===== src/rtl/mem_defs.sv =====
// mem_defs: shared memory-arbiter constants, FSM state encoding and byte-mask helper
package mem_defs;
    localparam int MEM_BYTES_DEF = 1024;
    typedef enum logic [2:0] {IDLE, RD, WR, RMW_RD, RMW_WR} state_t;
    function automatic logic [31:0] be_mask(input logic [3:0] be);
        return {{8{be[3]}}, {8{be[2]}}, {8{be[1]}}, {8{be[0]}}};
    endfunction
endpackage


===== src/rtl/be_merge.sv =====
// be_merge: combine an old memory word with new store data under a byte mask
module be_merge (
    input  logic [31:0] old_word,
    input  logic [31:0] new_word,
    input  logic [31:0] mask,
    output logic [31:0] merged
);
    assign merged = (old_word & ~mask) | (new_word & mask);
endmodule


===== src/rtl/mem_arbiter.sv =====
// mem_arbiter: round-robin IF/D arbiter sequencing read/write phases with RMW for partial stores
module mem_arbiter
    import mem_defs::*;
#(
    parameter int MEM_BYTES = MEM_BYTES_DEF
) (
    input  logic        clk,
    input  logic        rst,
    input  logic        if_req,
    input  logic [31:0] if_addr,
    output logic        if_gnt,
    output logic        if_valid,
    output logic [31:0] if_rdata,
    output logic        if_err,
    input  logic        d_req,
    input  logic        d_we,
    input  logic [31:0] d_addr,
    input  logic [31:0] d_wdata,
    input  logic [3:0]  d_be,
    output logic        d_gnt,
    output logic        d_valid,
    output logic [31:0] d_rdata,
    output logic        d_err,
    output logic [31:0] mem_addr,
    output logic [31:0] mem_wdata,
    output logic [31:0] mem_mask,
    output logic        mem_rph,
    output logic        mem_wph,
    output logic        mem_w,
    input  logic [31:0] mem_rdata
);
    state_t      state, state_nx;
    logic        last_d, owner_d;
    logic        idle, gnt, req_we, in_range, imm, fin, fin_d;
    logic [31:0] req_addr, merged, rd_word;

    assign idle     = state == IDLE;
    assign if_gnt   = idle & ~rst & if_req & (~d_req | last_d);
    assign d_gnt    = idle & ~rst & d_req & (~if_req | ~last_d);
    assign gnt      = if_gnt | d_gnt;
    assign req_addr = d_gnt ? d_addr : if_addr;
    assign req_we   = d_gnt & d_we;
    assign in_range = req_addr <= 32'(MEM_BYTES - 4);
    assign mem_rph  = (state == RD) | (state == RMW_RD);
    assign mem_wph  = (state == WR) | (state == RMW_WR);
    assign mem_w    = mem_wph;
    assign imm      = gnt & (state_nx == IDLE);
    assign fin      = imm | (state == RD) | (state == WR) | (state == RMW_WR);
    assign fin_d    = imm ? d_gnt : owner_d;
    assign rd_word  = (state == RD) ? mem_rdata : '0;

    be_merge u_merge (
        .old_word(mem_rdata),
        .new_word(mem_wdata),
        .mask    (mem_mask),
        .merged  (merged)
    );

    // Next state: decode the granted request, otherwise step through the phase sequence
    always_comb begin
        state_nx = (state == RMW_RD) ? RMW_WR :
                   (idle && gnt && in_range && !(req_we && d_be == 4'h0)) ?
                   (!req_we ? RD : (&d_be) ? WR : RMW_RD) : IDLE;
    end

    // State register
    always_ff @(posedge clk) begin
        if (rst) state <= IDLE;
        else     state <= state_nx;
    end

    // Grant bookkeeping, memory-side registers and per-port response registers
    always_ff @(posedge clk) begin
        if (rst) begin
            last_d    <= 1'b1;
            owner_d   <= 1'b0;
            mem_addr  <= '0;
            mem_wdata <= '0;
            mem_mask  <= '0;
            if_valid  <= 1'b0;
            if_rdata  <= '0;
            if_err    <= 1'b0;
            d_valid   <= 1'b0;
            d_rdata   <= '0;
            d_err     <= 1'b0;
        end else begin
            if_valid <= 1'b0;
            d_valid  <= 1'b0;
            if (gnt) begin
                last_d  <= d_gnt;
                owner_d <= d_gnt;
            end
            if (gnt && state_nx != IDLE) begin
                mem_addr  <= req_addr;
                mem_wdata <= req_we ? d_wdata : '0;
                mem_mask  <= req_we ? be_mask(d_be) : '1;
            end
            if (state == RMW_RD) mem_wdata <= merged;
            if (fin && !fin_d) begin
                if_valid <= 1'b1;
                if_rdata <= rd_word;
                if_err   <= imm & ~in_range;
            end
            if (fin && fin_d) begin
                d_valid <= 1'b1;
                d_rdata <= rd_word;
                d_err   <= imm & ~in_range;
            end
        end
    end
endmodule


===== config.mk =====
export PLATFORM = sky130hd
export DESIGN_NAME = mem_arbiter
export DESIGN_NICKNAME = d
export VERILOG_FILES = /design/src/rtl/mem_defs.sv /design/src/rtl/be_merge.sv /design/src/rtl/mem_arbiter.sv
export SDC_FILE = /design/constraint.sdc
export NUM_CORES = 1
export LEC_CHECK = 0
export ABC_CLOCK_PERIOD_IN_PS = 2200
export CAP_MARGIN = 20
export CORE_MARGIN = 2
export CORE_UTILIZATION = 35
export DETAILED_ROUTE_END_ITERATION = 10
export PLACE_DENSITY = 0.81
export SYNTH_ARGS = -nofsm -noshare
export SYNTH_HDL_FRONTEND = slang
export SYNTH_SLANG_ARGS = --single-unit

===== constraint.sdc =====
create_clock -name clk -period 2.2 [get_ports clk]
set_clock_uncertainty 0.15 [all_clocks]
set_input_delay 0.44 -clock clk [delete_from_list [all_inputs] [get_ports clk]]
set_output_delay 0.44 -clock clk [all_outputs]
set_load 0.01 [all_outputs]

### Yosys cells after proc, flatten, opt, wreduce, memory -nomap -nowiden

Cells that the tools add are included.

* order comparisons: 1
* eq/ne operators: 4
* muxes and demuxes: 13
* bitwise gates (word level): 25
* reduce and logical (&&, ||, !) cells: 15

Operator list (count)
* $mux 32: 6
* $and 32x32->32: 2
* $le 32x10->1 const B: 1
* $not 32->32: 1
* $or 32x32->32: 1
* $and 1x1->1: 8
* $or 1x1->1: 8
* $logic_and 1x1->1: 7
* $eq 3x2->1 const B: 2
* $logic_not 3->1: 2
* $not 1->1: 5
* $logic_not 4->1: 1
* $mux 1: 4
* $mux 2: 2
* $reduce_and 4->1: 1
* $eq 3x1->1 const B: 1
* $eq 3x3->1 const B: 1
* $mux 3: 1
* $reduce_bool 3->1: 1
* $logic_not 1->1: 2
* $reduce_bool 2->1: 1

* flip-flop bits (word level): 169
* input port bits: 137
* output and inout port bits: 169
* logic and storage cells: 70

### Longest topological paths before layout

Gate-level depths: netlist of the first run.

* word-level depth: 17
* mapped depth: 10
* gate-level depth less buffers: 7

### Modules after synthesis

From an unflattened synthesis of the first run, not the netlist that was laid out.

* cell total of the unflattened synthesis: 503
* area, all modules: 5675.4 um^2

Modules (own cells, without submodules)
* mem_arbiter: instances 1, cells each 471, area an instance 5195.0 um^2, sequential area each 2822.7 um^2
* be_merge: instances 1, cells each 32, area an instance 480.5 um^2, sequential area each 0.0 um^2

### Least setup slack after synthesis of the first run

Ideal clock, no wire load.

* kind: input to register
* from: input rst
* to: register (tool-made name)
* library setup time: 0.132 ns
* arrival: 2.065 ns
* required time: 1.918 ns
* slack: -0.147 ns
* stages on the path: 8
* path buffers: 2
* cell sequence: buf_2 -> nor4_4 -> o21ai_1 -> a31oi_2 -> nor3b_4 -> clkbuf_1 -> a2bb2oi_1 -> nor3_1

RTL lines
* start, declared: line mem_arbiter.sv:8 `input logic rst,`

### Worst setup path after layout of the first run

* from: register state[1]
* to: register mem_addr[2]

* cells in the longest elaborated chain, start to end: 12
* elaborated cells on any way between the ends: 21
* classes of those cells: order compare: 1; eq/ne: 1; mux: 4; bitwise: 7; reduce/logical: 8

RTL lines
* start, declared: line mem_arbiter.sv:32 `state_t state, state_nx;`
* start signal, assigned: line mem_arbiter.sv:69 `else state <= state_nx;`
* $logic_not 3->1: line mem_arbiter.sv:37 `assign idle = state == IDLE;`
* $and 1x1->1: line mem_arbiter.sv:38, mem_arbiter.sv:39
* $and 1x1->1, on equally long branches (2 in a row): line mem_arbiter.sv:39, mem_arbiter.sv:38
* $mux 32 (tied with other cells): line mem_arbiter.sv:41 `assign req_addr = d_gnt ? d_addr : if_addr;`
* $le 32x10->1 or $logic_and 1x1->1 (tied branches): line mem_arbiter.sv:43, mem_arbiter.sv:62
* $logic_and 1x1->1 or $logic_not 1->1 (tied branches): line mem_arbiter.sv:62 `(idle && gnt && in_range && !(req_we && d_be == 4'h0)) ?`
* $logic_and 1x1->1: line mem_arbiter.sv:62
* $mux 2: line mem_arbiter.sv:62
* $mux 3: line mem_arbiter.sv:61 `state_nx = (state == RMW_RD) ? RMW_WR :`
* $reduce_bool 3->1: line mem_arbiter.sv:93 `if (gnt && state_nx != IDLE) begin`
* $logic_and 1x1->1: line mem_arbiter.sv:93
* end signal, assigned: line mem_arbiter.sv:94 `mem_addr <= req_addr;`
* end, declared: line mem_arbiter.sv:24 `output logic [31:0] mem_addr,`

Several ways; a longest one is shown, not always the timed one.
A chain may end at the register's enable or synchronous reset.

==> impl_metrics.json, run 1 <==
{
  "clk_pin_slew_ps": 60,
  "critical_path_required_ps": 2360,
  "fin_tns_setup_ps": -31630,
  "reg2reg_setup_slack_ps": -350,
  "synth_cells": 629,
  "detail_route.drc_violations": 0,
  "final_area_um2": 11200,
  "timing.critical_path.from_type": "register",
  "longest_individual_stage_delay_on_the_worst_path_ps": 360,
  "layout_setup_ws_ps": -354,
  "cpLargestDelayFamily": "buffers and inverters",
  "grt_max_degree": 63,
  "num_io_pins": 306,
  "detailed_place.area_um2": 9160,
  "max_freq_mhz": 392,
  "holdCritPathClass": "in -> reg",
  "cts-root-to-sink-buffers": 2,
  "gr-usage-all-layers": 0.262,
  "critical_path.cell_chain": "nor4_4 -> buf_4 -> nand2_4 -> mux2i_4 -> buf_6 -> nor3b_4 -> buf_6 -> buf_6 -> buf_12 -> nor2_2 -> a311oi_1",
  "initial_antenna_violation_count": 0,
  "cts.sinks": 141,
  "detail_route.wl_per_cell_um": 20.7,
  "final_layout_size_suffix_gt1_frac": 0.292,
  "clock-root-buffer": "clkbuf_16",
  "htreeDepth": 4,
  "timing_worst_setup_path_type": "reg -> reg",
  "drv_cap": 0,
  "crit_arrival_ps": 2710,
  "power_leakage_nw": 4.26,
  "synthesized_area_divided_by_synthesized_cell_count_um2": 9.01,
  "route.vias.total": 6380,
  "gpl.final_weighted_congestion": 0.812,
  "grt_pass1_wl_um": 35600,
  "num_rows": 46,
  "number_of_buffers_inserted_during_clock_tree_synthesis": 17,
  "unique_cell_type_count_in_the_yosys_netlist": 45,
  "final_setup_fails": 139,
  "die_area_um2": 17200,
  "route.detailed.vias_per_inst": 5.25,
  "die_h_um": 131,
  "place.port_buffers": 305,
  "number_of_nets_with_antenna_violations_after_detailed_routing": 0,
  "cellPowerDensity_nw_per_um2": 569,
  "outcome": "finished with violations",
  "ys_ff_latch": 141,
  "antenna-diode-count": 0,
  "clock_tree_from_tritoncts": "yes",
  "nNetsFinal": 1123,
  "synth_warnings": 0,
  "final_worst_hold_slack_ps": 303,
  "final_cells": 1215,
  "synth_seq_area_share": 0.498,
  "grt_remaining_overflow": 0,
  "layout_commonest_cell": "clkdlybuf4s50_1",
  "syn2layout_area_growth_pct": 98.2,
  "drt_iter0_drc": 368,
  "floorplan.initialDensity": 0.358,
  "design.core.area_um2": 15800,
  "timing.final.hold_violations": 0,
  "critPathCaptureType": "register",
  "grt_pass1_vias": 6337,
  "period_share": 1.16,
  "synth_fp_nets": 766,
  "fin_crit_ps": 2550,
  "mappedNetlistArea_um2": 5660,
  "critical_path_buf_inv_count": 5,
  "final_routed_wirelength_um": 25200,
  "mostFrequentLayoutCells": "clkdlybuf4s50_1 (289), dfxtp_1 (135), nand2_1 (56)",
  "place_hpwl_um": 14600,
  "rsz0062_at_grt": "yes",
  "maxSlewViolCount": 0,
  "crit_path_top_delay_cell": "dfxtp_4",
  "power_mw": 6.39,
  "dp.cells": 1134,
  "critPathMaxFanout": 7,
  "tightestPinTransition_ps": 820,
  "drt_first_pass_iters": 5,
  "vdd.ir_drop.worst_v": 0.000519,
  "cell_type_with_the_highest_occurrence_count_on_the_critical_path": "buf_6",
  "failing_checks": "negative setup slack",
  "die_width_um": 131,
  "slew_headroom": 0.451,
  "cts.hold.buffers_added": 0,
  "clock_insertion_delay_worst_skew_ps": 420
}
==> worst min-delay path, stage by stage <==
cell and delay (ps):
dlymetal6s2s_1 140, buf_4 140, inv_1 60, a211oi_2 50
==> synth_stat cells, drive strengths merged <==
master	n	share of area
a211oi	5	0.0066
a21boi	1	0.0013
a21o	1	0.0013
a21oi	3	0.0026
a22o	32	0.049
a2bb2oi	32	0.049
a311oi	11	0.017
a31oi	3	0.0055
a41oi	1	0.0015
and2	22	0.024
and3	2	0.0022
and4	2	0.0031
buf	45	0.054
clkbuf	27	0.018
dfxtp	141	0.50
inv	9	0.0060
mux2i	1	0.0018
nand2	57	0.038
nand2b	35	0.039
nand3	1	0.00088
nand3b	1	0.0013
nand4	6	0.0066
nor2	59	0.039
nor2b	1	0.0011
nor3	64	0.057
nor3b	1	0.0033
nor4	14	0.018
nor4b	1	0.0026
o21ai	38	0.034
o21bai	1	0.0013
o221ai	1	0.0015
o31ai	1	0.0013
o32a	1	0.0018
o32ai	1	0.0015
or2	5	0.0055
or3b	1	0.0015
or4	1	0.0013
xnor2	1	0.0015
==> path summary, 6_finish.rpt <==
kind | startpoint | endpoint | depth (start not counted)
max | state[1] | mem_addr[2] | 11
min | d_be[3] | mem_mask[30] | 4
max reg2reg | state[1] | mem_addr[2] | 11
min reg2reg | if_rdata[16] | if_rdata[16] | 2
==> cell type report <==
class,count,area [um2]
repair buffers,409,4260
inverters,9,36.3
clock buffers,18,429
well taps,216,270
fillers,1114,4600
flip-flops and latches,141,2830
multi-input cells,408,3190
clock inverters,14,204
==> layer usage <==
| layer | track usage | part of all wire |
|---|---|---|
| met1 | 0.308 | 0.39 |
| met3 | 0.0779 | 0.078 |
| met2 | 0.454 | 0.51 |
| met4 | 0.0948 | 0.021 |
| met5 | 0 | 0 |
==> repair_timing <==
item / CTS / global route
pin swaps: 56 / 77
cloned: 8 / 6
buffers inserted: 27 / 16
setup endpoints to repair: 148 / 164
gates resized for setup: 117 / 139
==> power breakdown <==
part / switching (mW) / total [mW] / internal [mW]
logic: 0.295 / 0.681 / 0.386
registers: 0.00723 / 2.57 / 2.56
clock network: 1.22 / 3.14 / 1.92
==> cells by family after synthesis <==
group,count (synthesis),synth area share
AO/OA/AOI/OAI,132,0.176
flip-flops,141,0.498
multiplexers,1,0.00177
XOR/XNOR,1,0.00155
AND/OR/NAND/NOR,273,0.245
buffers and inverters,81,0.0778
==> stage by stage <==
stage               utilization  worst slack [ps]
finish                    0.709              -354
global route              0.709              -413
CTS                       0.674              -251
detailed placement        0.579             -1030
global placement          0.579              -934
floorplan                     -             -29.2
(Power assumes the default switching activity.)
==> run 2, diff against run 1 <==
--- a/config.mk
+++ b/config.mk
@@ -11,6 +11,7 @@
 export CORE_UTILIZATION = 35
 export DETAILED_ROUTE_END_ITERATION = 10
 export PLACE_DENSITY = 0.81
+export SLEW_MARGIN = 20
 export SYNTH_ARGS = -nofsm -noshare
 export SYNTH_HDL_FRONTEND = slang
 export SYNTH_SLANG_ARGS = --single-unit
==> results of run 2 <==
No change in the layout: final DEF, timing and power equal those of run 1.
